## src/rtl/hazard_pkg.sv

```systemverilog
// rtl/hazard_pkg.sv - shared forward-select constants, memory-wait state enum, forward priority helper
package hazard_pkg;

    localparam logic [1:0] FWD_RF  = 2'b00;
    localparam logic [1:0] FWD_WB  = 2'b01;
    localparam logic [1:0] FWD_MEM = 2'b10;

    typedef enum logic [1:0] {
        IDLE  = 2'd0,
        WAIT  = 2'd1,
        FAULT = 2'd2
    } mem_state_t;

    // Memory-stage result is younger than writeback, so it wins when both match.
    function automatic logic [1:0] fwd_sel(input logic hit_m, input logic hit_w);
        if (hit_m)
            return FWD_MEM;
        else if (hit_w)
            return FWD_WB;
        else
            return FWD_RF;
    endfunction

endpackage

```

## src/rtl/hazard_unit_if.sv

```systemverilog
// rtl/hazard_unit_if.sv - pipeline-to-hazard-unit signal bundle with master/slave views
interface hazard_unit_if #(
    parameter int ADDR_W = 5,
    parameter int CNT_W  = 16
);
    logic [ADDR_W-1:0] RA1D, RA2D, RA1E, RA2E;
    logic [3:0]        WA3E, WA3M, WA3W;
    logic              RegWriteM, RegWriteW, MemToRegE;
    logic              PCSrcD, PCSrcE, PCSrcM, BranchTakenE;
    logic              MemReqM, MemReadyM;
    logic [1:0]        ForwardAE, ForwardBE;
    logic              StallF, StallD, StallE, StallM;
    logic              FlushD, FlushE, FlushW;
    logic              MemFault;
    logic [CNT_W-1:0]  StallCount, FlushCount;

    // Pipeline side: drives hazard sources, consumes control.
    modport master (
        output RA1D, RA2D, RA1E, RA2E, WA3E, WA3M, WA3W,
        output RegWriteM, RegWriteW, MemToRegE,
        output PCSrcD, PCSrcE, PCSrcM, BranchTakenE, MemReqM, MemReadyM,
        input  ForwardAE, ForwardBE, StallF, StallD, StallE, StallM,
        input  FlushD, FlushE, FlushW, MemFault, StallCount, FlushCount
    );

    // Hazard unit side.
    modport slave (
        input  RA1D, RA2D, RA1E, RA2E, WA3E, WA3M, WA3W,
        input  RegWriteM, RegWriteW, MemToRegE,
        input  PCSrcD, PCSrcE, PCSrcM, BranchTakenE, MemReqM, MemReadyM,
        output ForwardAE, ForwardBE, StallF, StallD, StallE, StallM,
        output FlushD, FlushE, FlushW, MemFault, StallCount, FlushCount
    );
endinterface

```

## src/rtl/hazard_unit_sat_counter.sv

```systemverilog
// rtl/hazard_unit_sat_counter.sv - saturating up-counter that sticks at all-ones
module sat_counter #(
    parameter int CNT_W = 16
) (
    input  logic             CLK,
    input  logic             RST_N,
    input  logic             inc,
    output logic [CNT_W-1:0] count
);
    logic [CNT_W-1:0] r_count;

    // Count qualified cycles, holding at all-ones instead of wrapping.
    always_ff @(posedge CLK or negedge RST_N) begin
        if (!RST_N)
            r_count <= '0;
        else if (inc && (r_count != {CNT_W{1'b1}}))
            r_count <= r_count + 1'b1;
    end

    assign count = r_count;
endmodule

```

## src/rtl/hazard_unit.sv

```systemverilog
// rtl/hazard_unit.sv - forwarding, stall/flush control, memory-wait FSM and perf counters
module hazard_unit
    import hazard_pkg::*;
#(
    parameter int ADDR_W   = 5,
    parameter int MAX_WAIT = 16,
    parameter int CNT_W    = 16
) (
    input  logic          CLK,
    input  logic          RST_N,
    hazard_unit_if.slave  bus
);
    localparam int WCNT_W = $clog2(MAX_WAIT);

    mem_state_t        r_state, w_next_state;
    logic [WCNT_W-1:0] r_wait_cnt, w_next_wait;

    logic              w_mem_wait;
    logic              w_ldr_stall, w_pc_pend;
    logic [ADDR_W-1:0] w_wa3e, w_wa3m, w_wa3w;
    logic [1:0]        w_fwd_a, w_fwd_b;
    logic              w_stall_f, w_stall_d, w_stall_e, w_stall_m;
    logic              w_flush_d, w_flush_e, w_flush_w;
    logic [CNT_W-1:0]  w_stall_count, w_flush_count;

    assign w_wa3e = ADDR_W'(bus.WA3E);
    assign w_wa3m = ADDR_W'(bus.WA3M);
    assign w_wa3w = ADDR_W'(bus.WA3W);

    assign w_ldr_stall = bus.MemToRegE && ((bus.RA1D == w_wa3e) || (bus.RA2D == w_wa3e));
    assign w_pc_pend   = bus.PCSrcD || bus.PCSrcE || bus.PCSrcM;

    // Memory-wait state and wait-cycle counter.
    always_ff @(posedge CLK or negedge RST_N) begin
        if (!RST_N) begin
            r_state    <= IDLE;
            r_wait_cnt <= '0;
        end else begin
            r_state    <= w_next_state;
            r_wait_cnt <= w_next_wait;
        end
    end

    // Next-state logic; FAULT freezes the pipeline until reset.
    always_comb begin
        w_next_state = r_state;
        w_next_wait  = r_wait_cnt;
        w_mem_wait   = 1'b0;
        case (r_state)
            IDLE: begin
                w_mem_wait = bus.MemReqM && !bus.MemReadyM;
                if (w_mem_wait) begin
                    w_next_state = WAIT;
                    w_next_wait  = WCNT_W'(1);
                end
            end
            WAIT: begin
                w_mem_wait = bus.MemReqM && !bus.MemReadyM;
                if (bus.MemReadyM) begin
                    w_next_state = IDLE;
                    w_next_wait  = '0;
                end else if (r_wait_cnt == WCNT_W'(MAX_WAIT - 1)) begin
                    w_next_state = FAULT;
                end else begin
                    w_next_wait = r_wait_cnt + 1'b1;
                end
            end
            FAULT: begin
                w_mem_wait = 1'b1;
            end
            default: begin
                w_next_state = IDLE;
                w_next_wait  = '0;
            end
        endcase
    end

    // Forward selects and stall/flush; reset forces the quiescent pattern, memory wait beats everything else.
    always_comb begin
        w_fwd_a   = FWD_RF;
        w_fwd_b   = FWD_RF;
        w_stall_f = 1'b0;
        w_stall_d = 1'b0;
        w_stall_e = 1'b0;
        w_stall_m = 1'b0;
        w_flush_d = 1'b0;
        w_flush_e = 1'b0;
        w_flush_w = 1'b0;
        if (!RST_N) begin
            w_flush_d = 1'b1;
            w_flush_e = 1'b1;
        end else begin
            w_fwd_a = fwd_sel(bus.RegWriteM && (bus.RA1E == w_wa3m),
                              bus.RegWriteW && (bus.RA1E == w_wa3w));
            w_fwd_b = fwd_sel(bus.RegWriteM && (bus.RA2E == w_wa3m),
                              bus.RegWriteW && (bus.RA2E == w_wa3w));
            if (w_mem_wait) begin
                w_stall_f = 1'b1;
                w_stall_d = 1'b1;
                w_stall_e = 1'b1;
                w_stall_m = 1'b1;
                w_flush_w = 1'b1;
            end else begin
                w_stall_f = w_ldr_stall || w_pc_pend;
                w_stall_d = w_ldr_stall;
                w_flush_d = w_pc_pend || bus.BranchTakenE;
                w_flush_e = w_ldr_stall || bus.BranchTakenE;
            end
        end
    end

    sat_counter #(.CNT_W(CNT_W)) u_stall_cnt (
        .CLK   (CLK),
        .RST_N (RST_N),
        .inc   (w_stall_d),
        .count (w_stall_count)
    );

    sat_counter #(.CNT_W(CNT_W)) u_flush_cnt (
        .CLK   (CLK),
        .RST_N (RST_N),
        .inc   (w_flush_e),
        .count (w_flush_count)
    );

    assign bus.ForwardAE  = w_fwd_a;
    assign bus.ForwardBE  = w_fwd_b;
    assign bus.StallF     = w_stall_f;
    assign bus.StallD     = w_stall_d;
    assign bus.StallE     = w_stall_e;
    assign bus.StallM     = w_stall_m;
    assign bus.FlushD     = w_flush_d;
    assign bus.FlushE     = w_flush_e;
    assign bus.FlushW     = w_flush_w;
    assign bus.MemFault   = (r_state == FAULT);
    assign bus.StallCount = w_stall_count;
    assign bus.FlushCount = w_flush_count;
endmodule

```

## src/flat_wrapper.sv

```systemverilog
// flat-port wrapper written by rule: the top's interface ports become plain ports
module hazard_unit_flat import hazard_pkg::*;
#(
    parameter int ADDR_W   = 5,
    parameter int MAX_WAIT = 16,
    parameter int CNT_W    = 16
)
  (CLK, RST_N, bus_RA1D, bus_RA2D, bus_RA1E, bus_RA2E, bus_WA3E, bus_WA3M, bus_WA3W, bus_RegWriteM, bus_RegWriteW, bus_MemToRegE, bus_PCSrcD, bus_PCSrcE, bus_PCSrcM, bus_BranchTakenE, bus_MemReqM, bus_MemReadyM, bus_ForwardAE, bus_ForwardBE, bus_StallF, bus_StallD, bus_StallE, bus_StallM, bus_FlushD, bus_FlushE, bus_FlushW, bus_MemFault, bus_StallCount, bus_FlushCount);
  hazard_unit_if #(.ADDR_W(ADDR_W), .CNT_W(CNT_W)) bus_i ();
  input  logic CLK;
  input  logic RST_N;
  input wire logic [$bits(bus_i.RA1D)-1:0] bus_RA1D;
  input wire logic [$bits(bus_i.RA2D)-1:0] bus_RA2D;
  input wire logic [$bits(bus_i.RA1E)-1:0] bus_RA1E;
  input wire logic [$bits(bus_i.RA2E)-1:0] bus_RA2E;
  input wire logic [$bits(bus_i.WA3E)-1:0] bus_WA3E;
  input wire logic [$bits(bus_i.WA3M)-1:0] bus_WA3M;
  input wire logic [$bits(bus_i.WA3W)-1:0] bus_WA3W;
  input wire logic [$bits(bus_i.RegWriteM)-1:0] bus_RegWriteM;
  input wire logic [$bits(bus_i.RegWriteW)-1:0] bus_RegWriteW;
  input wire logic [$bits(bus_i.MemToRegE)-1:0] bus_MemToRegE;
  input wire logic [$bits(bus_i.PCSrcD)-1:0] bus_PCSrcD;
  input wire logic [$bits(bus_i.PCSrcE)-1:0] bus_PCSrcE;
  input wire logic [$bits(bus_i.PCSrcM)-1:0] bus_PCSrcM;
  input wire logic [$bits(bus_i.BranchTakenE)-1:0] bus_BranchTakenE;
  input wire logic [$bits(bus_i.MemReqM)-1:0] bus_MemReqM;
  input wire logic [$bits(bus_i.MemReadyM)-1:0] bus_MemReadyM;
  output wire logic [$bits(bus_i.ForwardAE)-1:0] bus_ForwardAE;
  output wire logic [$bits(bus_i.ForwardBE)-1:0] bus_ForwardBE;
  output wire logic [$bits(bus_i.StallF)-1:0] bus_StallF;
  output wire logic [$bits(bus_i.StallD)-1:0] bus_StallD;
  output wire logic [$bits(bus_i.StallE)-1:0] bus_StallE;
  output wire logic [$bits(bus_i.StallM)-1:0] bus_StallM;
  output wire logic [$bits(bus_i.FlushD)-1:0] bus_FlushD;
  output wire logic [$bits(bus_i.FlushE)-1:0] bus_FlushE;
  output wire logic [$bits(bus_i.FlushW)-1:0] bus_FlushW;
  output wire logic [$bits(bus_i.MemFault)-1:0] bus_MemFault;
  output wire logic [$bits(bus_i.StallCount)-1:0] bus_StallCount;
  output wire logic [$bits(bus_i.FlushCount)-1:0] bus_FlushCount;
  assign bus_i.RA1D = bus_RA1D;
  assign bus_i.RA2D = bus_RA2D;
  assign bus_i.RA1E = bus_RA1E;
  assign bus_i.RA2E = bus_RA2E;
  assign bus_i.WA3E = bus_WA3E;
  assign bus_i.WA3M = bus_WA3M;
  assign bus_i.WA3W = bus_WA3W;
  assign bus_i.RegWriteM = bus_RegWriteM;
  assign bus_i.RegWriteW = bus_RegWriteW;
  assign bus_i.MemToRegE = bus_MemToRegE;
  assign bus_i.PCSrcD = bus_PCSrcD;
  assign bus_i.PCSrcE = bus_PCSrcE;
  assign bus_i.PCSrcM = bus_PCSrcM;
  assign bus_i.BranchTakenE = bus_BranchTakenE;
  assign bus_i.MemReqM = bus_MemReqM;
  assign bus_i.MemReadyM = bus_MemReadyM;
  assign bus_ForwardAE = bus_i.ForwardAE;
  assign bus_ForwardBE = bus_i.ForwardBE;
  assign bus_StallF = bus_i.StallF;
  assign bus_StallD = bus_i.StallD;
  assign bus_StallE = bus_i.StallE;
  assign bus_StallM = bus_i.StallM;
  assign bus_FlushD = bus_i.FlushD;
  assign bus_FlushE = bus_i.FlushE;
  assign bus_FlushW = bus_i.FlushW;
  assign bus_MemFault = bus_i.MemFault;
  assign bus_StallCount = bus_i.StallCount;
  assign bus_FlushCount = bus_i.FlushCount;
  hazard_unit #(.ADDR_W(ADDR_W), .MAX_WAIT(MAX_WAIT), .CNT_W(CNT_W)) u_core (.CLK(CLK), .RST_N(RST_N), .bus(bus_i));
endmodule
```

## config.mk

```make
export PLATFORM = sky130hd
export DESIGN_NAME = hazard_unit_flat
export DESIGN_NICKNAME = d
export VERILOG_FILES = /design/src/rtl/hazard_pkg.sv /design/src/rtl/hazard_unit_if.sv /design/src/rtl/hazard_unit_sat_counter.sv /design/src/rtl/hazard_unit.sv /design/src/flat_wrapper.sv
export SDC_FILE = /design/constraint.sdc
export NUM_CORES = 1
export LEC_CHECK = 0
export BUFFER_PORTS_ARGS = -buffer_cell sky130_fd_sc_hd__buf_4
export CORE_ASPECT_RATIO = 1.4
export CORE_MARGIN = 3
export CORE_UTILIZATION = 49
export CTS_CLUSTER_SIZE = 28
export DETAILED_ROUTE_END_ITERATION = 10
export PLACE_DENSITY = 0.77
export RECOVER_POWER = 50
export SLEW_MARGIN = 20
export SYNTH_ARGS = -nofsm -noshare
export SYNTH_HDL_FRONTEND = slang
export SYNTH_SLANG_ARGS = --single-unit
```

## constraint.sdc

```tcl
create_clock -name CLK -period 2.07 [get_ports CLK]
set_input_delay 0.414 -clock CLK [delete_from_list [all_inputs] [get_ports CLK]]
set_output_delay 0.414 -clock CLK [all_outputs]
set_load 0.02 [all_outputs]
```

# [Word-level counts from Yosys, hierarchy flattened]
# Cells that the tools add are included.
[op_classes] addsub=3 n_bitwise=1 reduce_logical=19 mux=25 n_eq_ne=14
[op_table] op="$add A16 B1 Y16 const B" n=2
[op_table] op="$ne A16 B16 Y1 const B" n=2
[op_table] op="$eq A5 B4 Y1" n=6
[op_table] op="$mux W2" n=7
[op_table] op="$mux W1" n=12
[op_table] op="$mux W4" n=3
[op_table] op="$pmux W4 S3" n=1
[op_table] op="$logic_and A1 B1 Y1" n=8
[op_table] op="$logic_or A1 B1 Y1" n=6
[op_table] op="$pmux W2 S3" n=1
[op_table] op="$reduce_and A3 Y1" n=2
[op_table] op="$add A4 B1 Y4 const B" n=1
[op_table] op="$eq A4 B4 Y1 const B" n=1
[op_table] op="$ne A3 B2 Y1 const B" n=1
[op_table] op="$ne A3 B3 Y1 const B" n=1
[op_table] op="$eq A2 B1 Y1 const B" n=1
[op_table] op="$eq A2 B2 Y1 const B" n=1
[op_table] op="$logic_not A2 Y1" n=1
[op_table] op="$ne A2 B1 Y1 const B" n=1
[op_table] op="$pmux W1 S2" n=1
[op_table] op="$reduce_or A2 Y1" n=1
[op_table] op="$logic_not A1 Y1" n=1
[op_table] op="$not A1 Y1" n=1
[word_totals] input_bits=43 wordCells=66 output_inout_bits=44 register_bits=38

# [Longest topological paths before layout]
# Gate-level depths: netlist of the first run.
[logic_depth] word_depth=7 ltp_mapped=8 ltp_nobuf=7

# [By module]
# Synthesis of the first run repeated with hierarchy kept, for this count alone.
[unflattened] hier_cells=234 area_unflattened_um2=2461.1
[modules_own_cells] module="sat_counter" area_each_um2=859.6 instances=2 seq_area_each_um2=400.4 cells_per_inst=72
[modules_own_cells] module="hazard_unit" area_each_um2=742.0 instances=1 seq_area_each_um2=150.1 cells_per_inst=90

# [Least setup slack after synthesis of the first run]
# Ideal clock, no wire load.
[synth_timing] path_kind="flip-flop to output port" start="register u_core.r_state[1]" end="output port bus_StallE" path_slack_ns=0.159 stages_incl_launch_ff=5 t_arrival_ns=1.497 n_path_buf=1 path_cell_list="dfrtp_1 > nor2b_1 > nand2b_4 > and2_1 > buf_4"
[synth_via] word_cells_on_any_way=7 cone_classes="eq/ne: 2; mux: 3; reduce/logical: 2"
[synth_lines] item="start: declaration" line_no="hazard_unit.sv:15" source="mem_state_t r_state, w_next_state;"
[synth_lines] item="start signal: assignment" line_no="hazard_unit.sv:39" source="r_state <= w_next_state;"
[synth_lines] item="$eq A2 B2 Y1"
[synth_lines] item="named net bus_MemFault" line_no="flat_wrapper.sv:37" source="output wire logic [$bits(bus_i.MemFault)-1:0] bus_MemFault;"
[synth_lines] item="$pmux W1 S2" line_no="hazard_unit.sv:49" source="case (r_state)"
[synth_lines] item="$mux W1" line_no="hazard_unit.sv:97" source="if (w_mem_wait) begin"
[synth_lines] item="$mux W1" line_no="hazard_unit.sv:89" source="if (!RST_N) begin"
[synth_lines] item="end: declaration" line_no="flat_wrapper.sv:32" source="output wire logic [$bits(bus_i.StallE)-1:0] bus_StallE;"
# The timed path passes the listed nets, and every way through them passes these cells.

# [Worst setup path after layout of the first run]
[layout_timing] start="register u_core.r_state[1]" end="output port bus_StallD"
[layout_via] elab_chain_len=5 word_cells_on_any_way=7 cone_classes="eq/ne: 2; mux: 3; reduce/logical: 2"
[layout_lines] item="$eq A2 B1 Y1 / $logic_not A2 Y1 (equally long branches)" line_no="hazard_unit.sv:49"
[layout_lines] item="$reduce_or A2 Y1 (no source line)"
[layout_lines] item="$pmux W1 S2 *" line_no="hazard_unit.sv:49"
[layout_lines] item="$mux W1 *" line_no="hazard_unit.sv:97"
[layout_lines] item="$mux W1 *" line_no="hazard_unit.sv:89"
[layout_lines] item="end: declaration" line_no="flat_wrapper.sv:31" source="output wire logic [$bits(bus_i.StallD)-1:0] bus_StallD;"
# Mark *: on every way between the ends. The rest lies on a longest branch, timed or not.

==> results.md, run 1 <==
- Post-DRT Antenna Nets: 0
- Global route total overflow: 0
- Most numerous cell in the Yosys netlist: xnor2_1
- Root buffer cell: clkbuf_8
- Routing usage on met3: 5.556%
- Placed cell area: 3043 µm²
- Worst EP arrival: 1.61 ns
- WL final: 5.509 mm
- Synth Instances: 227
- Pre-Repair DR Iteration Count: 5
- PD cells: 804.6 nW/µm²
- Fin crit share: 97.89%
- Final instance area: 3074 µm²
- Avg Inst Size Synth: 10.19 µm²
- Largest net degree at the start of global routing: 21
- Status: complete, no violations
- Post-synthesis sequential area ratio: 41.10%
- Leading area contributor after synthesis: dfrtp_1
- Filler instances: 384
- Starting Density: 52.83%
- Yosys warns: 0
- Pre-CTS WS: 0.08164 ns
- WL per Instance: 14.42 µm
- Max transition margin: 66.51%
- First-pass GRT wire length: 9.604 mm
- Ys flop type: dfrtp_1
- Critical Path Start Type: register
- Worst setup margin: 0.04377 ns
- Boundary Pins: 87
- Buffers on Ports: 86
- Initial antenna violation count: 0
- DRC: 0
- Maximum buffer depth of the clock tree: 2
- Post-synth cell types: 50
- Worst Tran Pin Value: 0.5023 ns
- Fin crit period: 2.026 ns
- Worst-case reg-to-reg path depth: 7
- Peak VDD IR: 0.4389 mV
- Worst r2r dst: u_core.u_flush_cnt.count[12]$_DFFE_PN0P_
- Top post-synthesis cells by area: dfrtp_1 41%, xnor2_1 15%, nand4_1 3.5%, nand3_1 2.8%, nand2_1 2.4%
- CTS tree: yes
- Synth top cells by count: 39 x xnor2_1, 38 x dfrtp_1, 15 x nand2_1, 13 x nand3_1, 13 x nand4_1
- RR Startpoint: u_core.u_flush_cnt.count[1]$_DFFE_PN0P_
- # nets final: 367
- Antenna diodes: 0
- Area share of the largest cell type after synthesis: 41.10%
- Setup CP Type: reg2out
- Hpwl dp: 4.488 mm
- EDFF count, synth: 0
- Area Overhead vs Synth: 32.88%
- H-tree Lvls: 2
- Die height: 87.30 µm
- Routability cong.: 0.7996
- Crit path required time: 1.66 ns
- Final setup viols: 0
- Vias: 2,064
- Max Cap Violations: 0
- Core box area: 4379 µm²
- M2 GR Usage: 40.64%
- CTS Sinks: 38
- Static Leakage: 1.379 nW
- Vias in the first global route: 2,137
- Met1 Use GR: 23.00%
- RSZ-0062 raised after global routing: yes
- Synth async-reset ratio: 100.0%
- Die Span X: 64.07 µm
- Share of post-route cells with drive strength above 1: 31.99%
- R2r setup slk: 0.21 ns
- Max-slew violations: 0
- Area of the mapped netlist: 2313 µm²
- Row cnt: 28
- Drt initial violations: 38
- Worst-path clk slew: 0.07 ns
- Vias/cell: 5.403
- Crit. End Element: primary output
- CP Max Fanout: 7
- Worst skew pair latency: 0.29 ns
- Post-synthesis register bit count: 38
- Clock skew: 0.001727 ns
- Die Footprint: 5593 µm²
- Syn nets: 273
- Most used routing layer: met2
- Final Hold Viols: 0
- Post-CTS Setup Bufs: 0
- Class of the worst hold path: in2async
- Fmax: 493.5 MHz
- Num CTS Buffers: 5
- Total GRT Usage: 21.81%
[metrics by stage]
stage | cells | utilization (%) | power [mW] | hold slack [ns] | TNS, ns
global placement | 373 | 69.49 | 1.998 | 0.2943 | 0
detailed placement | 373 | 69.49 | 2.024 | 0.2944 | 0
CTS | 382 | 71.83 | 2.549 | 0.1774 | 0
global route | 382 | 70.20 | 2.636 | 0.1848 | -0.04231
floorplan | 227 | - | 1.576 | 0.1184 | 0
finish | 382 | 70.20 | 2.473 | 0.1751 | 0
[registers in the layout, summed over array words and instances (netlist names)]
signal	cells
u_core.r_state	2
u_core.u_stall_cnt.count	16
u_core.r_wait_cnt	4
u_core.u_flush_cnt.count	16
[routing by layer]
metal	up-vias	wire, µm
met5	-	0
met4	0	134
met3	11	437
met2	82	2886
met1	970	2050
li1	1001	-
[worst max-delay path, stage by stage, from the launching register on]
cell      delay [ns]
dfrtp_1         0.42
or3b_4          0.42
nand2b_4        0.12
o21a_2          0.21
buf_4           0.16
[layout by cell type, fill, tap and decap left out, types with 5 or more instances in the layout]
cell type / n
clkbuf_8: 6
o21ai_0: 5
dfrtp_1: 38
a21oi_1: 5
nor2_1: 12
xor2_1: 6
xnor2_1: 39
inv_1: 8
clkbuf_1: 20
nand3_1: 13
buf_4: 75
and3_1: 7
nand4_1: 13
nand2_1: 15
[report_power, final]
| part | internal, mW | switching, mW | total, mW |
|---|---|---|---|
| clock network | 0.268 | 0.248 | 0.516 |
| registers | 0.885 | 0.173 | 1.06 |
| logic | 0.409 | 0.490 | 0.898 |
| total | 1.56 | 0.911 | 2.47 |
[cell families after synthesis]
kind of cell / share of synthesized area [%]
AO/OA/AOI/OAI: 10.38
XOR/XNOR: 17.04
adder cells (fa/ha/maj): 1.623
buffers and inverters: 3.516
flip-flops: 41.10
multiplexers: 2.380
AND/OR/NAND/NOR: 23.96
[how the worst max path moves through the flow]
stage	from	end	slack [ns]	cells past startpoint
3_3_place_gp	bus_WA3E[3]	bus_StallD	0.13	6
2_1_floorplan	u_core.r_state[1]$_DFFE_PN0P_	bus_StallE	0.16	4
3_5_place_dp	bus_WA3E[0]	bus_StallD	0.08	6
6_report	u_core.r_state[1]$_DFFE_PN0P_	bus_StallD	0.04	4
4_1_cts	u_core.r_state[1]$_DFFE_PN0P_	bus_FlushW	0.02	4
5_1_grt	u_core.r_state[1]$_DFFE_PN0P_	bus_StallD	-0.01	4
[repair_timing]
action                     CTS  global route
setup endpoints to repair    1             4
hold buffers                 1             0
resized for setup            1             0
hold endpoints to repair     8             0
[final cells by class]
cell class | count | area, µm² | area share [%]
flip-flops and latches | 38 | 950.9 | 30.93
clock inverters | 1 | 5.005 | 0.1628
inverters | 8 | 30.03 | 0.9768
clock buffers | 7 | 86.33 | 2.808
well taps | 60 | 75.07 | 2.442
multi-input cells | 173 | 1282 | 41.72
repair buffers | 95 | 644.4 | 20.96
Note: power is estimated with default switching activity, not from simulation.
==> run 2, diff against run 1 <==
--- a/config.mk
+++ b/config.mk
@@ -6,12 +6,15 @@
 export NUM_CORES = 1
 export LEC_CHECK = 0
 export BUFFER_PORTS_ARGS = -buffer_cell sky130_fd_sc_hd__buf_4
+export CELL_PAD_IN_SITES_DETAIL_PLACEMENT = 2
+export CELL_PAD_IN_SITES_GLOBAL_PLACEMENT = 2
 export CORE_ASPECT_RATIO = 1.4
 export CORE_MARGIN = 3
-export CORE_UTILIZATION = 49
+export CORE_UTILIZATION = 29
 export CTS_CLUSTER_SIZE = 28
 export DETAILED_ROUTE_END_ITERATION = 10
-export PLACE_DENSITY = 0.77
+export GPL_TIMING_DRIVEN = 0
+export PLACE_DENSITY = 0.76
 export RECOVER_POWER = 50
 export SLEW_MARGIN = 20
 export SYNTH_ARGS = -nofsm -noshare
==> run 2 against run 1 <==
Effect of this change: first-iteration DRC count rose by 16%; flip-flop and latch count did not move; worst setup slack improved by 0.039 ns; core utilization fell by 27 points; critical path type unchanged; highest routed layer unchanged.
==> results.md, run 2 (synthesized netlist as in run 1, its figures left out) <==
- Status: complete, no violations
- Commonest cells after routing, fill and taps aside: 89 x buf_4, 38 x xnor2_1, 38 x dfrtp_1
- Final setup viols: 0 (unchanged)
- M2 GR Usage: 30.14% (-10 points)
- Most used routing layer: met2
- Die Span X: 81.49 µm (+27%)
- Area Overhead vs Synth: 42.40%
- Die height: 111.7 µm (+28%)
- Drt initial violations: 44 (+16%)
- Share of total power in combinational logic: 36.8% (+0.5 points)
- First-pass GRT wire length: 11.77 mm (+23%)
- Met1 Use GR: 17.61% (-5.4 points)
- Vias/cell: 5.057 (-6.4%)
- Boundary Pins: 87 (unchanged)
- Setup CP Type: reg2out
- P_sw: 956.1 µW (+5.0%)
- Placed cell area: 3080 µm² (+1.2%)
- Reg power frac: 43.4% (+0.6 points)
- Post-DRT Antenna Nets: 0 (unchanged)
- CP Max Fanout: 6 (-1)
- # nets final: 373 (+1.6%)
- Root buffer cell: clkbuf_8
- Final instance area: 3294 µm² (+7.2%)
- Max-slew violations: 0 (unchanged)
- Class of the worst hold path: in2async
- Routing usage on met3: 4.369% (-1.2 points)
- Buffers on Ports: 86 (unchanged)
- Worst Tran Pin Value: 0.5081 ns (+0.005790 ns)
- Row cnt: 37 (+32%)
- Setup_tns: 0 ns (unchanged)
- Final Hold Viols: 0 (unchanged)
- Antenna diodes: 0 (unchanged)
- Max Cap Violations: 0 (unchanged)
- Internal: 1.584 mW (+1.3%)
- RR Startpoint: u_core.u_flush_cnt.count[0]$_DFFE_PN0P_
- H-tree Lvls: 2 (unchanged)
- Worst EP arrival: 1.57 ns (-0.04 ns)
- WL final: 7.102 mm (+29%)
- Num CTS Buffers: 5 (unchanged)
- Worst skew pair latency: 0.29 ns (about the same)
- Fmax: 503.3 MHz (+2.0%)
- Worst-path clk slew: 0.07 ns (about the same)
- Global route total overflow: 0 (unchanged)
- CTS Sinks: 38 (unchanged)
- Most common cell after layout, fill and taps aside: buf_4
- WL per Instance: 16.79 µm (+16%)
- Crit path required time: 1.66 ns (about the same)
- Initial antenna violation count: 0 (unchanged)
- Starting Density: 30.66% (-22 points)
- Vias in the first global route: 2,423 (+13%)
- CP startpoint: u_core.r_state[1]$_DFFE_PN0P_
- CTS tree: yes
- Clock skew: 0.004256 ns (+0.002529 ns)
- DRC: 0 (unchanged)
- Share of post-route cells with drive strength above 1: 39.57% (+7.6 points)
- Fin crit period: 1.987 ns (-0.03942 ns)
- Routability cong.: 0.8070 (+0.93%)
- Max transition margin: 66.12% (-0.39 points)
- Core box area: 7546 µm² (+72%)
- Peak VDD IR: 0.3583 mV (-18%)
- R2r setup slk: 0.18 ns (-0.03 ns)
- Fin crit share: 95.98% (-1.9 points)
- Die Footprint: 9100 µm² (+63%)
- Vias: 2,139 (+3.6%)
- Hpwl dp: 5.646 mm (+26%)
- FF+latch area: 950.9 µm² (unchanged)
- PD cells: 770.9 nW/µm² (-4.2%)
- Maximum buffer depth of the clock tree: 2 (unchanged)
- RSZ-0062 raised after global routing: yes
- Fin util: 43.66% (-27 points)
- Static Leakage: 1.513 nW (+9.7%)
- Largest net degree at the start of global routing: 42 (+100%)
- Crit. End Element: primary output
- Filler instances: 834 (+120%)
- Critical Path Start Type: register
- Area of the multi-input gates: 1309 µm² (+2.0%)
- Total GRT Usage: 16.44% (-5.4 points)
- Pre-Repair DR Iteration Count: 4 (-1)
- Switching part of the total: 37.65% (+0.82 points)
- Clk network pwr share: 19.8% (-1.1 points)
-- run 2: cell count changes in the layout (fill, tap and decap cells not counted), sizes merged --
cell and delta:
buf +24, clkbuf -18, clkinv -1, dlygate4sd3 -1
-- run 2: through the flow --
step / total power [mW] / hold WS [ns] / setup slack, ns / instances
floorplan: 1.576 / 0.1184 / 0.1592 / 227
global placement: 1.993 / 0.4319 / -0.2099 / 410
detailed placement: 2.036 / 0.4317 / -0.2641 / 410
CTS: 2.556 / 0.0007644 / 0.02107 / 420
global route: 2.717 / 0.07472 / -0.007011 / 423
finish: 2.540 / 0.06481 / 0.08320 / 423
-- run 2: power by group through the flow --
stage / combinational [mW] / clock (mW) / sequential (mW)
global placement: 0.887 / 0 / 1.11
global route: 1.03 / 0.552 / 1.14
detailed placement: 0.921 / 0 / 1.11
finish: 0.935 / 0.504 / 1.10
floorplan: 0.349 / 0 / 1.23
CTS: 0.930 / 0.526 / 1.10
-- run 2: per-layer routing --
metal | wire length (µm) | vias up | part of all wire (%)
li1 | - | 1010 | -
met1 | 2575 | 1041 | 36
met2 | 3866 | 80 | 54
met3 | 562 | 8 | 7.9
met4 | 98 | 0 | 1.4
met5 | 0 | - | 0
-- run 2: final timing paths --
check	end	cells past startpoint
min in group CLK	u_core.r_state[0]$_DFFE_PN0P_	2
max reg2reg	u_core.u_flush_cnt.count[3]$_DFFE_PN0P_	8
max	bus_StallM	5
min	u_core.u_flush_cnt.count[5]$_DFFE_PN0P_	2
min reg2reg	u_core.u_flush_cnt.count[12]$_DFFE_PN0P_	1
max in group asynchronous	u_core.r_wait_cnt[1]$_DFFE_PN0P_	2
-- run 2: layout make-up --
type,count,area share [%]
Buffer,8,1.785
Tap cell,97,3.684
Multi-Input combinational cell,173,39.73
Clock buffer,6,2.507
Inverter,8,0.9115
Sequential cell,38,28.86
Timing Repair Buffer,93,22.52
-- run 2: what timing repair did --
item / CTS / global route
hold buffers: 0 / 1
gates cloned: 0 / 0
pin swaps: 1 / 4
gates resized for setup: 4 / 9
setup buffers: 4 / 2
setup endpoints to repair: 6 / 19
endpoints found under the hold margin: 0 / 38
-- run 2: critical path, stage by stage (launching register included) --
cell and delay (ns):
dfrtp_1 0.40, or3b_4 0.40, nand2b_4 0.12, and2_4 0.17, buf_6 0.09, buf_6 0.10
